$ cat src/rtl/data_mem_bridge.sv
// data_mem_bridge
//   Bridges the core's single-cycle load/store port to a request/ack memory
//   bus. A request seen in IDLE stalls the core at once, is latched, and is
//   held on the bus in BUSY until the slave acks or errors, or until the
//   timeout runs out. DONE releases the stall for one cycle with the result
//   word, then the bridge returns to IDLE.
//
// Ports
//   clk, rst                  clock, synchronous active-high reset
//   core_addr/wdata/we/re     core request (byte address, lane data, byte enables, load)
//   core_rdata, core_stall    load word returned to the core, pipeline freeze
//   bus_req/addr/be/we/wdata  registered bus request, stable while BUSY
//   bus_ack, bus_rdata        slave completion and load data
//   bus_err                   slave error completion
//   err_sticky, err_addr      latched error/timeout flag and first failing address

module data_mem_bridge #(
  parameter int unsigned TIMEOUT_CYCLES = 255
) (
  input  logic        clk,
  input  logic        rst,
  input  logic [31:0] core_addr,
  input  logic [31:0] core_wdata,
  input  logic [3:0]  core_we,
  input  logic        core_re,
  output logic [31:0] core_rdata,
  output logic        core_stall,
  output logic        bus_req,
  output logic [31:0] bus_addr,
  output logic [3:0]  bus_be,
  output logic        bus_we,
  output logic [31:0] bus_wdata,
  input  logic        bus_ack,
  input  logic [31:0] bus_rdata,
  input  logic        bus_err,
  output logic        err_sticky,
  output logic [31:0] err_addr
);

  typedef enum logic [1:0] {
    IDLE = 2'd0,
    BUSY = 2'd1,
    DONE = 2'd2
  } state_t;

  // The counter is cleared on BUSY entry and holds the number of BUSY cycles
  // already spent, so the last allowed cycle is the one where it equals
  // TIMEOUT_CYCLES-1.
  localparam logic [15:0] CNT_LAST = 16'(TIMEOUT_CYCLES - 1);
  localparam logic [31:0] TIMEOUT_WORD = 32'hDEAD_BEEF;

  state_t      state;
  state_t      state_next;
  logic [15:0] cnt;
  logic [31:0] data_q;
  logic [31:0] lat_addr;   // unaligned core address, kept for err_addr
  logic        req_seen;
  logic        is_store;
  logic        timeout_hit;

  assign req_seen    = core_re | (|core_we);
  assign is_store    = |core_we;
  assign timeout_hit = (cnt == CNT_LAST);
  assign core_rdata  = data_q;

  // State register.
  always_ff @(posedge clk) begin
    // NOTE: sequential state uses non-blocking assignments so every register
    // samples the pre-edge values, independent of process ordering.
    if (rst) state <= IDLE;
    else     state <= state_next;
  end

  // Next state and stall. bus_ack/bus_err only matter in BUSY; DONE never
  // looks at the core request, so a held request is not reissued.
  always_comb begin
    // NOTE: defaults first, so every path assigns every output and no latch
    // is inferred.
    state_next = state;
    core_stall = 1'b0;
    unique case (state)
      IDLE: begin
        if (req_seen) begin
          core_stall = 1'b1;
          state_next = BUSY;
        end
      end
      BUSY: begin
        core_stall = 1'b1;
        if (bus_ack || bus_err || timeout_hit) state_next = DONE;
      end
      DONE:    state_next = IDLE;
      default: state_next = IDLE;
    endcase
    // Reset abandons any transfer and must not hold the core frozen.
    if (rst) core_stall = 1'b0;
  end

  // Request latch, completion capture, timeout counter and error log.
  always_ff @(posedge clk) begin
    if (rst) begin
      bus_req    <= 1'b0;
      bus_we     <= 1'b0;
      bus_be     <= 4'b0000;
      bus_addr   <= 32'h0;
      bus_wdata  <= 32'h0;
      lat_addr   <= 32'h0;
      data_q     <= 32'h0;
      cnt        <= 16'h0;
      err_sticky <= 1'b0;
      err_addr   <= 32'h0;
    end else begin
      unique case (state)
        IDLE: begin
          if (req_seen) begin
            bus_req   <= 1'b1;
            bus_addr  <= {core_addr[31:2], 2'b00};
            bus_wdata <= core_wdata;
            lat_addr  <= core_addr;
            cnt       <= 16'h0;
            // A store wins over a simultaneous load.
            bus_we    <= is_store;
            bus_be    <= is_store ? core_we : 4'b1111;
          end
        end
        BUSY: begin
          // Completion priority: ack, then err, then timeout.
          if (bus_ack) begin
            bus_req <= 1'b0;
            if (!bus_we) data_q <= bus_rdata;
          end else if (bus_err || timeout_hit) begin
            bus_req    <= 1'b0;
            data_q     <= bus_err ? 32'h0 : TIMEOUT_WORD;
            err_sticky <= 1'b1;
            if (!err_sticky) err_addr <= lat_addr;
          end else begin
            cnt <= cnt + 16'd1;
          end
        end
        default: ;
      endcase
    end
  end

endmodule

$ cat config.mk
export PLATFORM = sky130hd
export DESIGN_NAME = data_mem_bridge
export DESIGN_NICKNAME = d
export VERILOG_FILES = /design/src/rtl/data_mem_bridge.sv
export SDC_FILE = /design/constraint.sdc
export NUM_CORES = 1
export LEC_CHECK = 0
export ABC_AREA = 1
export CAP_MARGIN = 10
export CORE_MARGIN = 2
export CORE_UTILIZATION = 42
export CTS_BUF_LIST = sky130_fd_sc_hd__clkbuf_8
export CTS_CLUSTER_DIAMETER = 100
export DETAILED_ROUTE_END_ITERATION = 16
export PLACE_DENSITY = 0.78
export SLEW_MARGIN = 40
export SYNTH_ARGS = -nofsm -noshare
export SYNTH_HDL_FRONTEND = slang
export SYNTH_SLANG_ARGS = --single-unit
$ cat constraint.sdc
create_clock -name clk -period 1.4 [get_ports clk]
set_input_delay 0.21 -clock clk [delete_from_list [all_inputs] [get_ports clk]]
set_output_delay 0.21 -clock clk [all_outputs]
set_load 0.005 [all_outputs]
==> After elaboration in Yosys (flattened, before gate mapping) <==
Cells that the tools add are included.
{ "word_totals": {"ff_bits": 183, "elab_cells": 56, "inputBits": 105, "out_inout_bits": 136} }
{ "classes": {"n_reduce_logical": 14, "n_eq_ne": 8, "addsub": 1, "bitwise": 3, "muxes": 19} }
{ "op_table": {"columns": ["op", "count"], "rows": [
  ["32-bit 2-to-1 mux", 4],
  ["16-bit 2-to-1 mux", 3],
  ["16-bit case mux with 2 select lines", 1],
  ["16-bit by 1-bit adder with 16-bit output (second input constant)", 1],
  ["16-bit by 8-bit equality test with 1-bit output (second input constant)", 1],
  ["2-bit inequality test (second input constant)", 5],
  ["3-bit AND reduction", 3],
  ["4-bit AND reduction", 2],
  ["1-bit 2-to-1 mux", 5],
  ["2-bit 2-to-1 mux", 2],
  ["4-bit 2-to-1 mux", 1],
  ["1-bit case mux with 2 select lines", 2],
  ["2-bit case mux with 2 select lines", 1],
  ["2-bit AND reduction", 2],
  ["2-bit nonzero test", 2],
  ["4-bit OR reduction", 1],
  ["1-bit logical OR", 3],
  ["3-bit inequality test (second input constant)", 1],
  ["2-bit by 1-bit equality test with 1-bit output (second input constant)", 1],
  ["2-bit logical NOT", 1],
  ["1-bit inverter", 2],
  ["1-bit bitwise OR", 1]
]} }

==> Longest topological paths before layout <==
Gate-level depths: netlist of run 1.
{ "logic_depth": {"word_depth": 5, "depth_mapped": 11, "mapped_depth_nobuf": 11} }

==> Least setup slack after synthesis of run 1 <==
No wires, ideal clock.
{ "synth_path": {"path_kind": "register to register", "start": "reg cnt[0]", "end": "reg data_q[3] (netlist: core_rdata[3])", "n_path_buf": 1, "setup_time_ps": 119, "synth_period_minus_slack_ps": 1477, "path_stages_with_launch": 11, "slack_ps": -77, "t_arrival_ps": 1358, "t_required_ps": 1281, "cell_sequence": "dfxtp_1 > inv_1 > ha_1 > nand3_1 > nor2_2 > nand2_2 > nand2_4 > nand3_4 > inv_4 > buf_6 > a21oi_1"} }
{ "synth_between": {"elab_chain_len": 4} }
{ "synth_rtl": {"columns": ["element", "line", "source"], "rows": [
  ["from (decl)", "54", "logic [15:0] cnt;"],
  ["from (signal assigned)", "137", "cnt <= cnt + 16'd1;"],
  ["16-bit by 8-bit equality test with 1-bit output", "63", "assign timeout_hit = (cnt == CNT_LAST);"],
  ["1-bit logical OR", "131", "end else if (bus_err || timeout_hit) begin"],
  ["2-bit nonzero test (no source line)", null, null],
  ["3-bit AND reduction (no source line)", null, null],
  ["to (signal assigned)", "130", "if (!bus_we) data_q <= bus_rdata;"],
  ["to (signal assigned)", "133", "data_q <= bus_err ? 32'h0 : TIMEOUT_WORD;"],
  ["to (decl)", "55", "logic [31:0] data_q;"]
]} }
Every way passes these cells.
A chain may end at the register's enable or synchronous reset.

==> Worst setup path in the final report of run 1 <==
{ "layout_path": {"start": "reg cnt[0]", "end": "reg data_q[17] (netlist: core_rdata[17])"} }
Same word-level chain as after synthesis.

==> results of run 1 <==
## layer usage
metal | vias to the layer above | global-route usage | share of wire
met5 | - | 0 | 0
met4 | 0 | 0.0812 | 0.023
li1 | 3338 | - | -
met3 | 38 | 0.0911 | 0.084
met1 | 3150 | 0.266 | 0.40
met2 | 250 | 0.415 | 0.49
## repair_timing
item                       CTS  global route
setup buffers               17             0
setup endpoints to repair  213            97
cloned                       2             3
resized for setup          245            63
pin swaps                   14            10
## worst min path at each step
stage                              start                         to  slack, ns  cells past startpoint
6_report                             rst        cnt[1]$_SDFFE_PP0P_       0.19                      4
5_1_grt                              rst        cnt[5]$_SDFFE_PP0P_       0.18                      3
4_1_cts                              rst        cnt[5]$_SDFFE_PP0P_       0.16                      3
3_5_place_dp    err_addr[9]$_SDFFE_PP0P_   err_addr[9]$_SDFFE_PP0P_       0.45                      2
3_3_place_gp   err_addr[21]$_SDFFE_PP0P_  err_addr[21]$_SDFFE_PP0P_       0.45                      2
2_1_floorplan                 core_we[0]     bus_be[0]$_SDFFE_PP0P_       0.34                      2
## cell usage after synthesis
library cell  count  share of area
nand3_1          13         0.0099
conb_1            1        0.00057
nand3_4           1         0.0027
nor2_2            2         0.0019
o21ai_0          65          0.050
o21bai_1          2         0.0023
nand4_1          36          0.034
buf_2            11         0.0084
buf_4            34          0.039
clkbuf_1         38          0.022
nand2_4           1         0.0017
ha_1              2         0.0038
inv_2             4         0.0023
a31oi_1           2         0.0019
inv_1            50          0.029
nand2_2          17          0.016
nand2_1         152          0.087
a21oi_1          84          0.064
clkinv_1          1        0.00057
inv_4             1        0.00095
buf_6             6          0.010
xnor2_1           3         0.0040
xor2_1            3         0.0040
nor2_4            2         0.0034
nor2_1          182           0.10
nor3_1            1        0.00076
a21oi_2          18          0.024
o21ai_1           7         0.0053
dfxtp_1         153           0.47
## registers in the layout, indices dropped and copies added (netlist names)
register and count:
err_addr 32, bus_wdata 32, bus_be 4, core_rdata 32, err_sticky 1, bus_we 1, cnt 16, bus_req 1
state 2, lat_addr 32
## power by group
group | switching [mW] | internal (mW)
Combinational | 1.81 | 1.65
Clock | 1.77 | 1.57
Sequential | 0.260 | 4.88
Total | 3.83 | 8.10
## cells by family after synthesis
kind of cell | after synthesis | synth area share
buffers and inverters | 145 | 0.112
flip-flops | 153 | 0.467
adder cells (fa/ha/maj) | 2 | 0.00381
XOR/XNOR | 6 | 0.00801
AND/OR/NAND/NOR | 407 | 0.262
AO/OA/AOI/OAI | 178 | 0.147
other | 1 | 0.000571
## area by class of cell
cell class / count / area (sq um)
Clock buffer: 20 / 275
Clock inverter: 12 / 118
Fill cell: 1283 / 4980
Inverter: 56 / 223
Multi-Input combinational cell: 596 / 3180
Sequential cell: 153 / 3140
Tap cell: 211 / 264
Timing Repair Buffer: 321 / 3080
## critical path, cell delays in order, from the launching register on
cell	delay, ns
dfxtp_4	0.36
inv_4	0.06
ha_4	0.13
nand3_4	0.08
nor2_4	0.12
nand2_4	0.09
nand2_4	0.08
nand3_4	0.14
buf_12	0.21
nand2_1	0.06
nand2_1	0.04
nor2_1	0.13
==> metrics, run 1 <==
status complete, but fails checks; failing checks setup timing; Post-Layout Inst Area 10300 sq um; die area 16600 sq um; hold slack 0.193 ns; Post-Place Cell Area 9330 sq um; worst setup path endpoint core_rdata[17]$_SDFFE_PP0P_; CTS tree built; Setup CP Type reg2reg; Congestion Overflow GR 0; Final GP Congestion 0.845; r2r endpoint core_rdata[17]$_SDFFE_PP0P_; Final Setup Violations 83; Design Power 11.9 mW; Post-Syn Area 6560 sq um; root buffer cell clkbuf_8; flop-to-flop setup slack -0.18 ns; via density per instance 4.95; most common cell after layout, fill and taps aside nor2_1; global-route wire length before repair 31.5 mm; WL/cell 15.3 um; final hold viol count 0; DRT iter0 DRCs 387; Initial Util 0.430; FP Rows 45; Worst Skew 0.0133 ns; synthesized netlist cell count 892; Layout Cells excl Fill 1369; Syn-to-layout area delta 56.6%; cell area power density 1160 nW/um^2; post-synthesis sequential area ratio 0.467; clk sink count 153; Reg clk slew, reported paths 0.08 ns; Tot GR Track Use 0.238; clock buffer depth 2; PortBufs 238; Worst Hold Class in2reg; maximum VDD drop 0.000987 V; setup TNS -9.22 ns; Hold-fix buffers, CTS 0; Final ANT Viol Nets 0; fin crit share 1.13; Post-DP HPWL 13.5 mm; Max-Cap Viols 0; RSZ-0062 raised after global routing true; later-pin clock latency in the skew report 0.46 ns; CTS Buf Count 17; initial antenna violation count 0; Critical Path AT 1.96 ns; measured slew at the worst slew-check pin 0.501 ns; R2R depth 11; io pins 241; placed cells 1315; Die Height 129 um; leakage power 4.62 nW; Startpoint Class flop; Crit. Startpoint cnt[0]$_SDFFE_PP0P_; CTS H-tree lvls 4; Layout Utilization 0.673; ratio of cells with drive above 1 in the final layout 0.254; Core Area 15300 sq um; ant diodes 0; Netlist cell types 29; post-route minimum period 1.58 ns; Relative slew margins 0.666; Setup crit end kind flop; routed wire length 21.0 mm; most frequent cells in the layout nor2_1 (170), dlygate4sd2_1 (133), nand2_1 (118), clkdlybuf4s50_1 (103), dfxtp_1 (99); RR Startpoint cnt[0]$_SDFFE_PP0P_; vias in the first global route 6568; Fmax achieved 632 MHz; Setup WS pre-CTS -0.451 ns; largest net degree at the start of global routing 47; Avg Cell Area, Syn 7.36 sq um; DRC 0; fin nets 1252; via count 6776; Pre-Repair DR Iteration Count 7; Crit Path Max Fanout 23; Data required, critical path 1.78 ns; Yosys Warn Count 0; final setup margin -0.181 ns; final slew viol count 0; Seq cells post-synth 153; Die Wd 129 um
(Power assumes the default switching activity.)
==> run 2, diff against run 1 <==
CORE_UTILIZATION = 45   (was 42)
PLACE_DENSITY = 0.8   (was 0.78)
clock period = 1.8 ns   (was 1.4 ns; I/O delays follow)
==> run 2 against run 1 <==
  * The flow now finishes without violations
  * Register-to-register slack gained 0.30 ns
  * Sequential power shrank 22%
  * Fmax shrank 5.9%
  * Die area decreased by 6.5%
  * Utilization decreased by 1.7 points
  * Largest power group unchanged
  * Highest routed layer unchanged
==> metrics, run 2 (same netlist as run 1, synthesis figures left out) <==
status finished clean; Crit Path Max Fanout 32 (+39%); Pre-Repair DR Iteration Count 5 (-2); final slew viol count 0 (unchanged); initial antenna violation count 1 (+1); Critical Path AT 1.99 ns (+0.03 ns); Logic pwr share 0.268 (-0.022); placed cells 1258 (-4.3%); most common cell after layout, fill and taps aside clkdlybuf4s50_1; Relative slew margins 0.653 (-0.0125); leakage power 3.72 nW (-20%); Layout Cells excl Fill 1290 (-5.8%); Layout Utilization 0.657 (-0.0166); Congestion Overflow GR 0 (unchanged); DRT iter0 DRCs 321 (-17%); fin crit share 0.933 (-0.196); hold slack 0.0831 ns (-0.110 ns); Post-Layout Inst Area 9440 sq um (-8.1%); RSZ-0062 raised after global routing false; Fmax achieved 595 MHz (-5.9%); die area 15600 sq um (-6.5%); Syn-to-layout area delta 43.8%; Clock power frac 0.297 (+0.017); routed wire length 18.2 mm (-14%); later-pin clock latency in the skew report 0.45 ns (about the same); Die Wd 125 um (-3.3%); CTS Buf Count 17 (unchanged); ratio of cells with drive above 1 in the final layout 0.104 (-0.150); setup TNS 0 ns (+9.22 ns); clock buffer depth 2 (unchanged); Startpoint Class flop; Data required, critical path 2.11 ns (+0.33 ns); largest net degree at the start of global routing 73 (+55%); io pins 241 (unchanged); fin nets 1200 (-4.2%); Final GP Congestion 0.871 (+3.1%); global-route wire length before repair 29.6 mm (-5.8%); WL/cell 14.1 um (-8.2%); Die Height 125 um (-3.3%); Hold-fix buffers, CTS 0 (unchanged); maximum VDD drop 0.000663 V (-33%); Worst Hold Class in2reg; CTS tree built; Post-Place Cell Area 9010 sq um (-3.4%); DRC 0 (unchanged); Final Setup Violations 0 (-100%); measured slew at the worst slew-check pin 0.520 ns (+0.0188 ns); via density per instance 4.91 (-0.77%); Design Power 9.16 mW (-23%); cell area power density 970 nW/um^2 (-16%); Initial Util 0.457 (+0.0266); Tot GR Track Use 0.233 (-0.00448); final setup margin 0.120 ns (+0.302 ns); CTS H-tree lvls 4 (unchanged); Worst Skew 0.00941 ns (-0.00390 ns); Reg clk slew, reported paths 0.08 ns (about the same); vias in the first global route 5931 (-9.7%); Max-Cap Viols 0 (unchanged); Int Pwr 6.48 mW (-20%); post-CTS setup repair buffer count 0 (-17); most frequent cells in the layout clkdlybuf4s50_1 (236), nor2_1 (180), dfxtp_1 (153), nand2_1 (151), a21oi_1 (84); FP Rows 44 (-2.2%); Final ANT Viol Nets 0 (unchanged); filler instances 1240 (-3.4%); Sw Share 0.293 (-0.0284); Core Area 14400 sq um (-5.8%); Sequential Area 3060 sq um (-2.4%); Setup WS pre-CTS -0.250 ns (+0.201 ns); PortBufs 238 (unchanged); via count 6336 (-6.5%); switching pwr 2.68 mW (-30%); Seq pwr share 0.435 (+0.005); area of the multi-input gates 2790 sq um (-12%); Post-DP HPWL 12.8 mm (-4.6%); Setup CP Type reg2reg; Setup crit end kind flop; root buffer cell clkbuf_8; final hold viol count 0 (unchanged); post-route minimum period 1.68 ns (+0.0985 ns); clk sink count 153 (unchanged)
==> run 2: timing repair <==
| item | CTS | global route |
|---|---|---|
| pin swaps | 0 | 1 |
| gates cloned | 0 | 0 |
| resized for setup | 2 | 6 |
| endpoints found under the setup margin | 1 | 14 |
==> run 2: area by class of cell <==
| type | count | area share |
|---|---|---|
| flip-flops and latches | 153 | 0.324 |
| multi-input cells | 595 | 0.296 |
| repair buffers | 270 | 0.289 |
| clock buffers | 19 | 0.0277 |
| well taps | 184 | 0.0244 |
| inverters | 56 | 0.0225 |
| clock inverters | 12 | 0.0160 |
| diodes | 1 | 0.000265 |
==> run 2: routing by layer <==
| metal | routed length [um] | track usage | vias to the layer above |
|---|---|---|---|
| li1 | - | - | 3227 |
| met1 | 7470 | 0.270 | 2845 |
| met2 | 8660 | 0.392 | 226 |
| met3 | 1540 | 0.0868 | 38 |
| met4 | 504 | 0.0905 | 0 |
| met5 | 0 | 0 | - |
==> run 2: power groups by stage <==
| stage | combinational, mW | clock [mW] | sequential, mW |
|---|---|---|---|
| finish | 2.45 | 2.72 | 3.99 |
| global route | 2.69 | 2.93 | 4.04 |
| detailed placement | 2.45 | 0 | 4.07 |
| global placement | 2.43 | 0 | 4.05 |
| CTS | 2.46 | 2.78 | 3.99 |
| floorplan | 1.23 | 0 | 4.06 |
==> run 2: path summary, 6_finish.rpt <==
path | from | to | slack, ns | cells after the start
min reg2reg | err_addr[14]$_SDFFE_PP0P_ | err_addr[14]$_SDFFE_PP0P_ | 0.46 | 2
min | rst | bus_req$_SDFFE_PP0P_ | 0.08 | 2
max reg2reg | cnt[0]$_SDFFE_PP0P_ | err_addr[10]$_SDFFE_PP0P_ | 0.12 | 10
max | cnt[0]$_SDFFE_PP0P_ | err_addr[10]$_SDFFE_PP0P_ | 0.12 | 10
==> run 2: worst max-delay path, stage by stage, from the launching register on <==
cell     delay, ns
dfxtp_1       0.34
inv_1         0.11
ha_1          0.16
nand3_1       0.09
nor2_2        0.14
nand2_2       0.11
nand2_2       0.13
nand3_1       0.13
buf_12        0.20
nand2_1       0.06
a21oi_1       0.06
